<file path="src/rtl/ysyx_24100012_ifu_pc_if.sv">
// Bus bundle between the fetch/PC unit and its neighbours: commit port from
// execute, instruction memory request/response, and the decode hand-off.
// master = the fetch unit, slave = the surrounding pipeline and memory.
interface ysyx_24100012_ifu_pc_if #(
  parameter int ADDR_WIDTH = 32,
  parameter int DATA_WIDTH = 32
);
  logic                  PCSel;
  logic [ADDR_WIDTH-1:0] pc_target;
  logic                  commit_valid;
  logic                  commit_ready;

  logic                  imem_req_valid;
  logic [ADDR_WIDTH-1:0] imem_req_addr;
  logic                  imem_req_ready;
  logic                  imem_resp_valid;
  logic [DATA_WIDTH-1:0] imem_resp_data;
  logic                  imem_resp_err;

  logic                  inst_valid;
  logic [DATA_WIDTH-1:0] inst;
  logic [ADDR_WIDTH-1:0] inst_pc;
  logic                  inst_ready;

  logic [ADDR_WIDTH-1:0] pc;
  logic                  fetch_err;

  modport master (
    input  PCSel, pc_target, commit_valid,
    output commit_ready,
    output imem_req_valid, imem_req_addr,
    input  imem_req_ready, imem_resp_valid, imem_resp_data, imem_resp_err,
    output inst_valid, inst, inst_pc,
    input  inst_ready,
    output pc, fetch_err
  );

  modport slave (
    output PCSel, pc_target, commit_valid,
    input  commit_ready,
    input  imem_req_valid, imem_req_addr,
    output imem_req_ready, imem_resp_valid, imem_resp_data, imem_resp_err,
    input  inst_valid, inst, inst_pc,
    output inst_ready,
    input  pc, fetch_err
  );
endinterface

</file>
<file path="src/rtl/ysyx_24100012_ifu_pc.sv">
// Instruction fetch and PC update unit: one instruction in flight at a time,
// looping request -> response -> issue to decode -> commit from execute.
//
// state    | meaning
// ---------+-----------------------------------------------------------
// S_REQ    | fetch request for pc is presented to memory
// S_WAIT   | request accepted, waiting for the instruction word
// S_ISSUE  | latched instruction offered to decode
// S_COMMIT | waiting for execute to report the next-PC decision
// S_ERR    | access fault or misaligned PC; parked until reset
module ysyx_24100012_ifu_pc #(
  parameter int                    ADDR_WIDTH = 32,
  parameter int                    DATA_WIDTH = 32,
  parameter logic [ADDR_WIDTH-1:0] RESET_PC   = ADDR_WIDTH'(32'h8000_0000)
) (
  input  logic                        clk,
  input  logic                        rst,
  ysyx_24100012_ifu_pc_if.master      bus
);

  typedef enum logic [2:0] {
    S_REQ    = 3'd0,
    S_WAIT   = 3'd1,
    S_ISSUE  = 3'd2,
    S_COMMIT = 3'd3,
    S_ERR    = 3'd4
  } state_e;

  localparam logic [ADDR_WIDTH-1:0] PC_STEP    = ADDR_WIDTH'(4);
  localparam logic [ADDR_WIDTH-1:0] ALIGN_MASK = ~ADDR_WIDTH'(1);

  state_e                state_q, state_d;
  logic [ADDR_WIDTH-1:0] pc_q, pc_d;
  logic [ADDR_WIDTH-1:0] inst_pc_q, inst_pc_d;
  logic [DATA_WIDTH-1:0] inst_q, inst_d;
  logic [ADDR_WIDTH-1:0] next_pc;

  // Next-state and datapath update; every output is a pure decode of the
  // registers, so inputs only ever steer the _d values here.
  always_comb begin
    state_d   = state_q;
    pc_d      = pc_q;
    inst_d    = inst_q;
    inst_pc_d = inst_pc_q;
    // Jump targets drop bit 0; a set bit 1 survives and is trapped below.
    next_pc   = bus.PCSel ? (bus.pc_target & ALIGN_MASK) : (pc_q + PC_STEP);

    case (state_q)
      S_REQ: begin
        if (bus.imem_req_ready) state_d = S_WAIT;
      end
      S_WAIT: begin
        if (bus.imem_resp_valid) begin
          if (bus.imem_resp_err) begin
            state_d = S_ERR;
          end else begin
            inst_d    = bus.imem_resp_data;
            inst_pc_d = pc_q;
            state_d   = S_ISSUE;
          end
        end
      end
      S_ISSUE: begin
        if (bus.inst_ready) state_d = S_COMMIT;
      end
      S_COMMIT: begin
        if (bus.commit_valid) begin
          pc_d    = next_pc;
          state_d = next_pc[1] ? S_ERR : S_REQ;
        end
      end
      default: state_d = S_ERR;
    endcase
  end

  // State and datapath registers with synchronous reset.
  always_ff @(posedge clk) begin
    if (rst) begin
      state_q   <= S_REQ;
      pc_q      <= RESET_PC;
      inst_pc_q <= RESET_PC;
      inst_q    <= '0;
    end else begin
      state_q   <= state_d;
      pc_q      <= pc_d;
      inst_pc_q <= inst_pc_d;
      inst_q    <= inst_d;
    end
  end

  assign bus.imem_req_valid = (state_q == S_REQ);
  assign bus.imem_req_addr  = pc_q;
  assign bus.inst_valid     = (state_q == S_ISSUE);
  assign bus.inst           = inst_q;
  assign bus.inst_pc        = inst_pc_q;
  assign bus.commit_ready   = (state_q == S_COMMIT);
  assign bus.pc             = pc_q;
  assign bus.fetch_err      = (state_q == S_ERR);

endmodule

</file>
<file path="src/flat_wrapper.sv">
// flat-port wrapper written by rule: the top's interface ports become plain ports
module ysyx_24100012_ifu_pc_flat 
#(
  parameter int                    ADDR_WIDTH = 32,
  parameter int                    DATA_WIDTH = 32,
  parameter logic [ADDR_WIDTH-1:0] RESET_PC   = ADDR_WIDTH'(32'h8000_0000)
)
  (clk, rst, bus_PCSel, bus_pc_target, bus_commit_valid, bus_commit_ready, bus_imem_req_valid, bus_imem_req_addr, bus_imem_req_ready, bus_imem_resp_valid, bus_imem_resp_data, bus_imem_resp_err, bus_inst_valid, bus_inst, bus_inst_pc, bus_inst_ready, bus_pc, bus_fetch_err);
  ysyx_24100012_ifu_pc_if #(.ADDR_WIDTH(ADDR_WIDTH), .DATA_WIDTH(DATA_WIDTH)) bus_i ();
  input  logic clk;
  input  logic rst;
  input wire logic [$bits(bus_i.PCSel)-1:0] bus_PCSel;
  input wire logic [$bits(bus_i.pc_target)-1:0] bus_pc_target;
  input wire logic [$bits(bus_i.commit_valid)-1:0] bus_commit_valid;
  output wire logic [$bits(bus_i.commit_ready)-1:0] bus_commit_ready;
  output wire logic [$bits(bus_i.imem_req_valid)-1:0] bus_imem_req_valid;
  output wire logic [$bits(bus_i.imem_req_addr)-1:0] bus_imem_req_addr;
  input wire logic [$bits(bus_i.imem_req_ready)-1:0] bus_imem_req_ready;
  input wire logic [$bits(bus_i.imem_resp_valid)-1:0] bus_imem_resp_valid;
  input wire logic [$bits(bus_i.imem_resp_data)-1:0] bus_imem_resp_data;
  input wire logic [$bits(bus_i.imem_resp_err)-1:0] bus_imem_resp_err;
  output wire logic [$bits(bus_i.inst_valid)-1:0] bus_inst_valid;
  output wire logic [$bits(bus_i.inst)-1:0] bus_inst;
  output wire logic [$bits(bus_i.inst_pc)-1:0] bus_inst_pc;
  input wire logic [$bits(bus_i.inst_ready)-1:0] bus_inst_ready;
  output wire logic [$bits(bus_i.pc)-1:0] bus_pc;
  output wire logic [$bits(bus_i.fetch_err)-1:0] bus_fetch_err;
  assign bus_i.PCSel = bus_PCSel;
  assign bus_i.pc_target = bus_pc_target;
  assign bus_i.commit_valid = bus_commit_valid;
  assign bus_commit_ready = bus_i.commit_ready;
  assign bus_imem_req_valid = bus_i.imem_req_valid;
  assign bus_imem_req_addr = bus_i.imem_req_addr;
  assign bus_i.imem_req_ready = bus_imem_req_ready;
  assign bus_i.imem_resp_valid = bus_imem_resp_valid;
  assign bus_i.imem_resp_data = bus_imem_resp_data;
  assign bus_i.imem_resp_err = bus_imem_resp_err;
  assign bus_inst_valid = bus_i.inst_valid;
  assign bus_inst = bus_i.inst;
  assign bus_inst_pc = bus_i.inst_pc;
  assign bus_i.inst_ready = bus_inst_ready;
  assign bus_pc = bus_i.pc;
  assign bus_fetch_err = bus_i.fetch_err;
  ysyx_24100012_ifu_pc #(.ADDR_WIDTH(ADDR_WIDTH), .DATA_WIDTH(DATA_WIDTH), .RESET_PC(RESET_PC)) u_core (.clk(clk), .rst(rst), .bus(bus_i));
endmodule
</file>
<file path="config.mk">
export PLATFORM = sky130hd
export DESIGN_NAME = ysyx_24100012_ifu_pc_flat
export DESIGN_NICKNAME = d
export VERILOG_FILES = /design/src/rtl/ysyx_24100012_ifu_pc_if.sv /design/src/rtl/ysyx_24100012_ifu_pc.sv /design/src/flat_wrapper.sv
export SDC_FILE = /design/constraint.sdc
export NUM_CORES = 1
export LEC_CHECK = 0
export CAP_MARGIN = 10
export CORE_UTILIZATION = 46
export DETAILED_ROUTE_END_ITERATION = 7
export PLACE_DENSITY = 0.9
export SLEW_MARGIN = 10
export SYNTH_ARGS = -nofsm -noshare
export SYNTH_HDL_FRONTEND = slang
export SYNTH_SLANG_ARGS = --single-unit
export TNS_END_PERCENT = 1
</file>
<file path="constraint.sdc">
create_clock -name clk -period 3.8 [get_ports clk]
set_input_delay 0.38 -clock clk [delete_from_list [all_inputs] [get_ports clk]]
set_output_delay 0.38 -clock clk [all_outputs]
set_load 0.005 [all_outputs]
</file>
==> summary.json, run 1 <==
{
  "synth_async_sr_flop_share_pct": 0,
  "grt_max_degree": 60,
  "max-vdd-ir-drop_mv": 0.185,
  "finalSetupViolCount": 0,
  "count_of_placed_standard_cells_in_the_final_layout_fillers_left_out": 904,
  "synth_area_per_cell_um2": 7.70,
  "synth.cells.most_frequent": "sky130_fd_sc_hd__nand2_1, sky130_fd_sc_hd__dfxtp_1, sky130_fd_sc_hd__a21oi_1",
  "rsz0062_at_grt": "false",
  "floorplan.io_pins": 204,
  "power_per_cell_area_mw_per_mm2": 286,
  "synth-edff-count": 0,
  "grt-ovfl-total": 0,
  "place.gp.congestion": 0.852,
  "layout_cell_share_with_drive_strength_beyond_1_pct": 5.47,
  "synth_sequential_area_ratio_pct": 40.2,
  "met2_usage_pct": 45.9,
  "worst_slew_pin_slew_ns": 0.854,
  "cts_setup_buffers": 0,
  "wl_per_cell_um": 16.3,
  "min-delay-path-class": "reg2reg",
  "cp_data_required_time_ns": 4.06,
  "finish.utilization_pct": 66.0,
  "maxClockFrequency_mhz": 407,
  "busiest_layer": "met2",
  "synth_area_leader_cell": "sky130_fd_sc_hd__dfxtp_1",
  "io_buffers": 199,
  "tritoncts": "built",
  "tns_ns": 0,
  "r2r_setup_slack_ns": 1.34,
  "netlist_top_cells_area": "sky130_fd_sc_hd__dfxtp_1, sky130_fd_sc_hd__nand2_1, sky130_fd_sc_hd__a21oi_1",
  "preCtsSetupSlack_ns": 1.37,
  "drt_iter0_drc": 487,
  "firstDrtPassIters": 6,
  "leakage_nw": 2.19,
  "critical_path_class": "reg2reg",
  "timing.final.crit_period_ns": 2.46,
  "yosys.cell_types.count": 60,
  "grt.total_usage_pct": 26.7,
  "slew_viol_final": 0,
  "period_share_pct": 64.7,
  "clock_root_buffer": "sky130_fd_sc_hd__clkbuf_8",
  "drc": 0,
  "vias_per_std_cell": 5.63,
  "via_count_of_the_first_global_routing_pass": 4884,
  "clk_pin_slew_ns": 0.09,
  "first_pass_grt_wire_length_um": 23600,
  "setup_slack_ns": 1.34,
  "dpl-instance-area_mm2": 0.00656,
  "dieArea_mm2": 0.0109,
  "timing.max_slew.rel_slack_pct": 42.6,
  "cts_resized": 0,
  "worst_setup_path_end_kind": "flop",
  "cts_inserted_buffers": 9,
  "finalHoldViolations": 0,
  "synth_top_area_share_pct": 40.2,
  "cts.sink_count": 97,
  "num_rows": 37,
  "antenna_left": 0,
  "postSynth.topFlopCell": "sky130_fd_sc_hd__dfxtp_1",
  "nNetsFinal": 836,
  "initial_core_util_pct": 47.2,
  "routed_wl_um": 14700,
  "clock_skew_ns": 0.00603,
  "yosys.cell_count.top_type": "sky130_fd_sc_hd__nand2_1",
  "antenna_cells": 0,
  "use_met1_pct": 31.3,
  "dieHeight_um": 104,
  "syn_area_mm2": 0.00483,
  "met3_usage_pct": 5.33,
  "dp_hpwl_um": 10300,
  "drv.max_cap_violation_count": 0,
  "cell_count_after_synthesis": 627,
  "yosys_register_bits": 97,
  "hold_buffers_post_cts": 0,
  "clk_lat_worst_skew_ns": 0.36,
  "timing.critical_path.arrival_ns": 2.72,
  "final_area_mm2": 0.00675,
  "die_x_um": 104,
  "setup.worst_path.start_class": "flop",
  "yosysWarnings": 0,
  "numPlacedInstances": 888,
  "status": "finished clean",
  "initial_antenna_violation_count": 0,
  "number_of_buffers_on_the_longest_clock_path": 2,
  "ctsHtreeMaxLevel": 3,
  "crit_fanout": 10,
  "area_delta_synth_final_pct": 39.8,
  "vias": 5089,
  "coreArea_mm2": 0.0102
}
==> path summary, 6_finish.rpt <==
path / from / endpoint / cells past startpoint
min reg2reg: u_core.bus.inst_pc[16] / u_core.bus.inst_pc[16] / 2
max: u_core.bus.imem_req_addr[2] / u_core.bus.imem_req_addr[30] / 5
max reg2reg: u_core.bus.imem_req_addr[2] / u_core.bus.imem_req_addr[30] / 5
min: u_core.bus.inst_pc[16] / u_core.bus.inst_pc[16] / 2
==> state kept, by name (all words and copies together), names as in the netlist <==
signal,cells
u_core.state_q,3
u_core.bus.inst,32
u_core.bus.imem_req_addr,31
u_core.bus.inst_pc,31
==> layout by cell type (no fill, tap or decap), types with 3 or more instances in the layout <==
cell | synthesis | layout
sky130_fd_sc_hd__a21o_1 | 3 | 3
sky130_fd_sc_hd__a21oi_1 | 81 | 81
sky130_fd_sc_hd__a22oi_1 | 9 | 9
sky130_fd_sc_hd__a31oi_1 | 12 | 12
sky130_fd_sc_hd__and3_1 | 6 | 6
sky130_fd_sc_hd__and4_2 | 3 | 3
sky130_fd_sc_hd__buf_4 | 35 | 9
sky130_fd_sc_hd__clkbuf_8 | 4 | 9
sky130_fd_sc_hd__clkdlybuf4s50_1 | 0 | 197
sky130_fd_sc_hd__conb_1 | 1 | 3
sky130_fd_sc_hd__dfxtp_1 | 97 | 97
sky130_fd_sc_hd__inv_1 | 6 | 6
sky130_fd_sc_hd__mux2i_1 | 9 | 9
sky130_fd_sc_hd__nand2_1 | 153 | 153
sky130_fd_sc_hd__nand3_1 | 18 | 18
sky130_fd_sc_hd__nand3b_1 | 3 | 3
sky130_fd_sc_hd__nand4_1 | 11 | 11
sky130_fd_sc_hd__nor2_1 | 22 | 22
sky130_fd_sc_hd__nor2b_1 | 7 | 7
sky130_fd_sc_hd__nor3_1 | 15 | 15
sky130_fd_sc_hd__nor3b_1 | 3 | 3
sky130_fd_sc_hd__nor4_1 | 8 | 8
sky130_fd_sc_hd__o211ai_1 | 4 | 4
sky130_fd_sc_hd__o21ai_0 | 15 | 15
sky130_fd_sc_hd__o311ai_0 | 3 | 3
sky130_fd_sc_hd__o41ai_1 | 3 | 3
sky130_fd_sc_hd__or2_2 | 3 | 3
sky130_fd_sc_hd__or3_1 | 4 | 4
==> worst max-delay path: stages (launching register included) <==
cell and delay, ns:
sky130_fd_sc_hd__dfxtp_1 0.58, sky130_fd_sc_hd__ha_1 0.32, sky130_fd_sc_hd__nand3_2 0.25, sky130_fd_sc_hd__nor4_1 0.82, sky130_fd_sc_hd__nand4_1 0.22, sky130_fd_sc_hd__mux2i_1 0.16
==> per-layer routing <==
| metal | vias up | part of all wire [%] |
|---|---|---|
| li1 | 2431 | - |
| met1 | 2359 | 39 |
| met2 | 258 | 50 |
| met3 | 41 | 7.6 |
| met4 | 0 | 3.1 |
| met5 | - | 0 |
==> per-stage QoR <==
stage	power [W]	hold slack, ns
6_report	0.00193	0.458
4_1_cts	0.00194	0.459
3_3_place_gp	0.00127	0.441
2_1_floorplan	0.00116	0.453
3_5_place_dp	0.00128	0.447
5_1_grt	0.00200	0.475
==> report_power, final <==
group | switching, W | leakage [nW] | internal (W)
Sequential | 0.0000179 | 0.783 | 0.00103
Combinational | 0.0000919 | 1.31 | 0.000120
Clock | 0.000362 | 0.0933 | 0.000304
==> area by class of cell <==
type / instances / area, um^2
multi-input cells: 442 / 2380
clock inverters: 5 / 56.3
fillers: 887 / 3480
inverters: 6 / 22.5
well taps: 136 / 170
flip-flops and latches: 97 / 1940
clock buffers: 11 / 131
repair buffers: 207 / 2040
==> kinds of logic after synthesis <==
kind of cell | after synthesis | synth area share, %
buffers and inverters | 90 | 10.6
adders and majority gates | 1 | 0.259
DFF | 97 | 40.2
and+or+nand+nor | 277 | 27.9
other | 1 | 0.0777
AOI/OAI and AO/OA | 152 | 19.0
muxes | 9 | 1.87
No activity file was read; power rests on OpenSTA's default activity.
==> run 2, diff against run 1 <==
CORE_UTILIZATION = 39   (was 46)
PLACE_DENSITY = 0.81   (was 0.9)
clock period = 2.12 ns   (was 3.8 ns; I/O delays follow)
==> run 2 against run 1 <==
Final area up 6.1%. Fmax up 29%. Highest routed layer unchanged. Final cell count up 7.0%.
==> summary.json, run 2 (same netlist as run 1, synthesis figures left out) <==
{
  "largest_register_ffs": 32,
  "layout_commonest_cell": "sky130_fd_sc_hd__clkdlybuf4s50_1",
  "num_rows": 40,
  "period_share_pct": 90.2,
  "nNetsFinal": 868,
  "grt_max_degree": 53,
  "routed_wl_um": 14400,
  "count_of_placed_standard_cells_in_the_final_layout_fillers_left_out": 967,
  "numPlacedInstances": 952,
  "hold_path_end": "u_core.bus.inst[3]",
  "die_x_um": 113,
  "antenna_cells": 0,
  "cp_data_required_time_ns": 2.34,
  "worst_slew_pin_slew_ns": 0.500,
  "preCtsSetupSlack_ns": 0.213,
  "power_per_cell_area_mw_per_mm2": 545,
  "dieArea_mm2": 0.0128,
  "dp_hpwl_um": 10000,
  "antenna_left": 0,
  "crit_fanout": 4,
  "critPathSlowestCell": "sky130_fd_sc_hd__or4_4",
  "leakage_nw": 2.42,
  "fillers": 1097,
  "worstReg2RegEnd": "u_core.bus.imem_req_addr[26]",
  "grt-ovfl-total": 0,
  "hold_buffers_post_cts": 0,
  "worstHoldStart": "rst",
  "timing.reg2reg.worst_path_depth": 5,
  "holdPathStages": 2,
  "cts.sink_count": 97,
  "cp_top_family": "simple AND/OR/NAND/NOR gates",
  "clock_root_buffer": "sky130_fd_sc_hd__clkbuf_16",
  "rsz0062_at_grt": "false",
  "initial_antenna_violation_count": 0,
  "layout_cell_share_with_drive_strength_beyond_1_pct": 9.39,
  "ctsHtreeMaxLevel": 3,
  "dpl-instance-area_mm2": 0.00687,
  "dieHeight_um": 113,
  "grt.total_usage_pct": 22.7,
  "status": "finished clean",
  "finalSetupViolCount": 0,
  "cts_resized": 0,
  "final_area_mm2": 0.00716,
  "wl_per_cell_um": 14.9,
  "max-vdd-ir-drop_mv": 0.399,
  "timing.final.crit_period_ns": 1.91,
  "timing.max_slew.rel_slack_pct": 66.4,
  "vias": 5049,
  "initial_core_util_pct": 40.0,
  "first_pass_grt_wire_length_um": 23200,
  "timing.critical_path.arrival_ns": 2.13,
  "clk_pin_slew_ns": 0.07,
  "r2r_setup_slack_ns": 0.21,
  "setup_slack_ns": 0.209,
  "crit_buf_inv": 0,
  "clock_skew_ns": 0.00803,
  "clk_lat_worst_skew_ns": 0.35,
  "crit_chain": "ha_1 -> nand3_2 -> or4_4 -> o311ai_0 -> o22ai_1",
  "vias_per_std_cell": 5.22,
  "cts_inserted_buffers": 9,
  "drv.max_cap_violation_count": 0,
  "drt_iter0_drc": 448,
  "tritoncts": "built",
  "setup.worst_path.start_class": "flop",
  "io_buffers": 199,
  "finalHoldViolations": 0,
  "final.hold.worst_slack_ns": 0.215,
  "min-delay-path-class": "in2reg",
  "place.gp.congestion": 0.874,
  "floorplan.io_pins": 204,
  "via_count_of_the_first_global_routing_pass": 4644,
  "rr_startpoint": "u_core.bus.imem_req_addr[2]",
  "drc": 0,
  "firstDrtPassIters": 5,
  "layout.cells.most_common_list": "sky130_fd_sc_hd__clkdlybuf4s50_1, sky130_fd_sc_hd__nand2_1, sky130_fd_sc_hd__dfxtp_1",
  "maxClockFrequency_mhz": 523,
  "area_delta_synth_final_pct": 48.4,
  "cts_setup_buffers": 0,
  "tns_ns": 0,
  "slew_viol_final": 0,
  "worst_setup_path_end_kind": "flop",
  "critical_path_class": "reg2reg",
  "number_of_buffers_on_the_longest_clock_path": 2,
  "coreArea_mm2": 0.0121,
  "cpPeakStageDelay_ns": 0.60
}
run 2: changes by cell type in the layout (fill, tap and decap cells not counted), sizes merged:
cell,delta
buf,+32
clkbuf,-1
run 2: worst reg2reg max path: cells and delay by family (launching register included):
kind | cells | cell delay (ns)
compound gates | 2 | 0.50
flops | 1 | 0.34
fa+ha+maj | 1 | 0.23
simple gates | 2 | 0.72
run 2: routing by layer:
layer	global-route usage, %	part of all wire, %	routed length (um)
met4	6.49	1.4	204
met1	28.2	43	6170
met5	0	0	0
met3	6.59	6.9	997
met2	38.3	49	7060
run 2: metrics by stage:
step,total power [W],util [%]
2_1_floorplan,0.00208,-
3_3_place_gp,0.00231,56.9
3_5_place_dp,0.00231,56.9
4_1_cts,0.00395,59.4
5_1_grt,0.00406,59.4
6_report,0.00391,59.4
run 2: power breakdown:
| group | internal (W) | switching (W) | leakage (nW) |
|---|---|---|---|
| clock | 0.000938 | 0.000700 | 0.144 |
| combinational | 0.000224 | 0.000168 | 1.49 |
| sequential | 0.00185 | 0.0000283 | 0.783 |
run 2: final cells by class:
cell class | instances | area [um^2] | area share [%]
sequential | 97 | 1940 | 27.1
timing repair buffer | 239 | 2310 | 32.3
clock inverter | 5 | 56.3 | 0.786
multi-input combinational | 442 | 2380 | 33.3
inverter | 6 | 22.5 | 0.314
tap | 168 | 210 | 2.94
clock buffer | 10 | 239 | 3.34
run 2: how the worst max path moves through the flow:
stage / startpoint / cells after the start / endpoint / slack [ns]
3_5_place_dp: u_core.bus.imem_req_addr[2] / 5 / u_core.bus.imem_req_addr[26] / 0.21
3_3_place_gp: u_core.bus.imem_req_addr[2] / 5 / u_core.bus.imem_req_addr[26] / 0.26
5_1_grt: u_core.bus.imem_req_addr[3] / 6 / u_core.bus.imem_req_addr[14] / 0.09
2_1_floorplan: u_core.bus.imem_req_addr[2] / 5 / u_core.bus.imem_req_addr[26] / 0.08
6_report: u_core.bus.imem_req_addr[2] / 5 / u_core.bus.imem_req_addr[26] / 0.21
4_1_cts: u_core.bus.imem_req_addr[2] / 5 / u_core.bus.imem_req_addr[26] / 0.20
==> run 3, diff against run 2 <==
CTS_CLUSTER_SIZE = 28   (was default)
==> results of run 3 <==
Same layout as run 2: the final DEF is identical, and so are final timing and power.
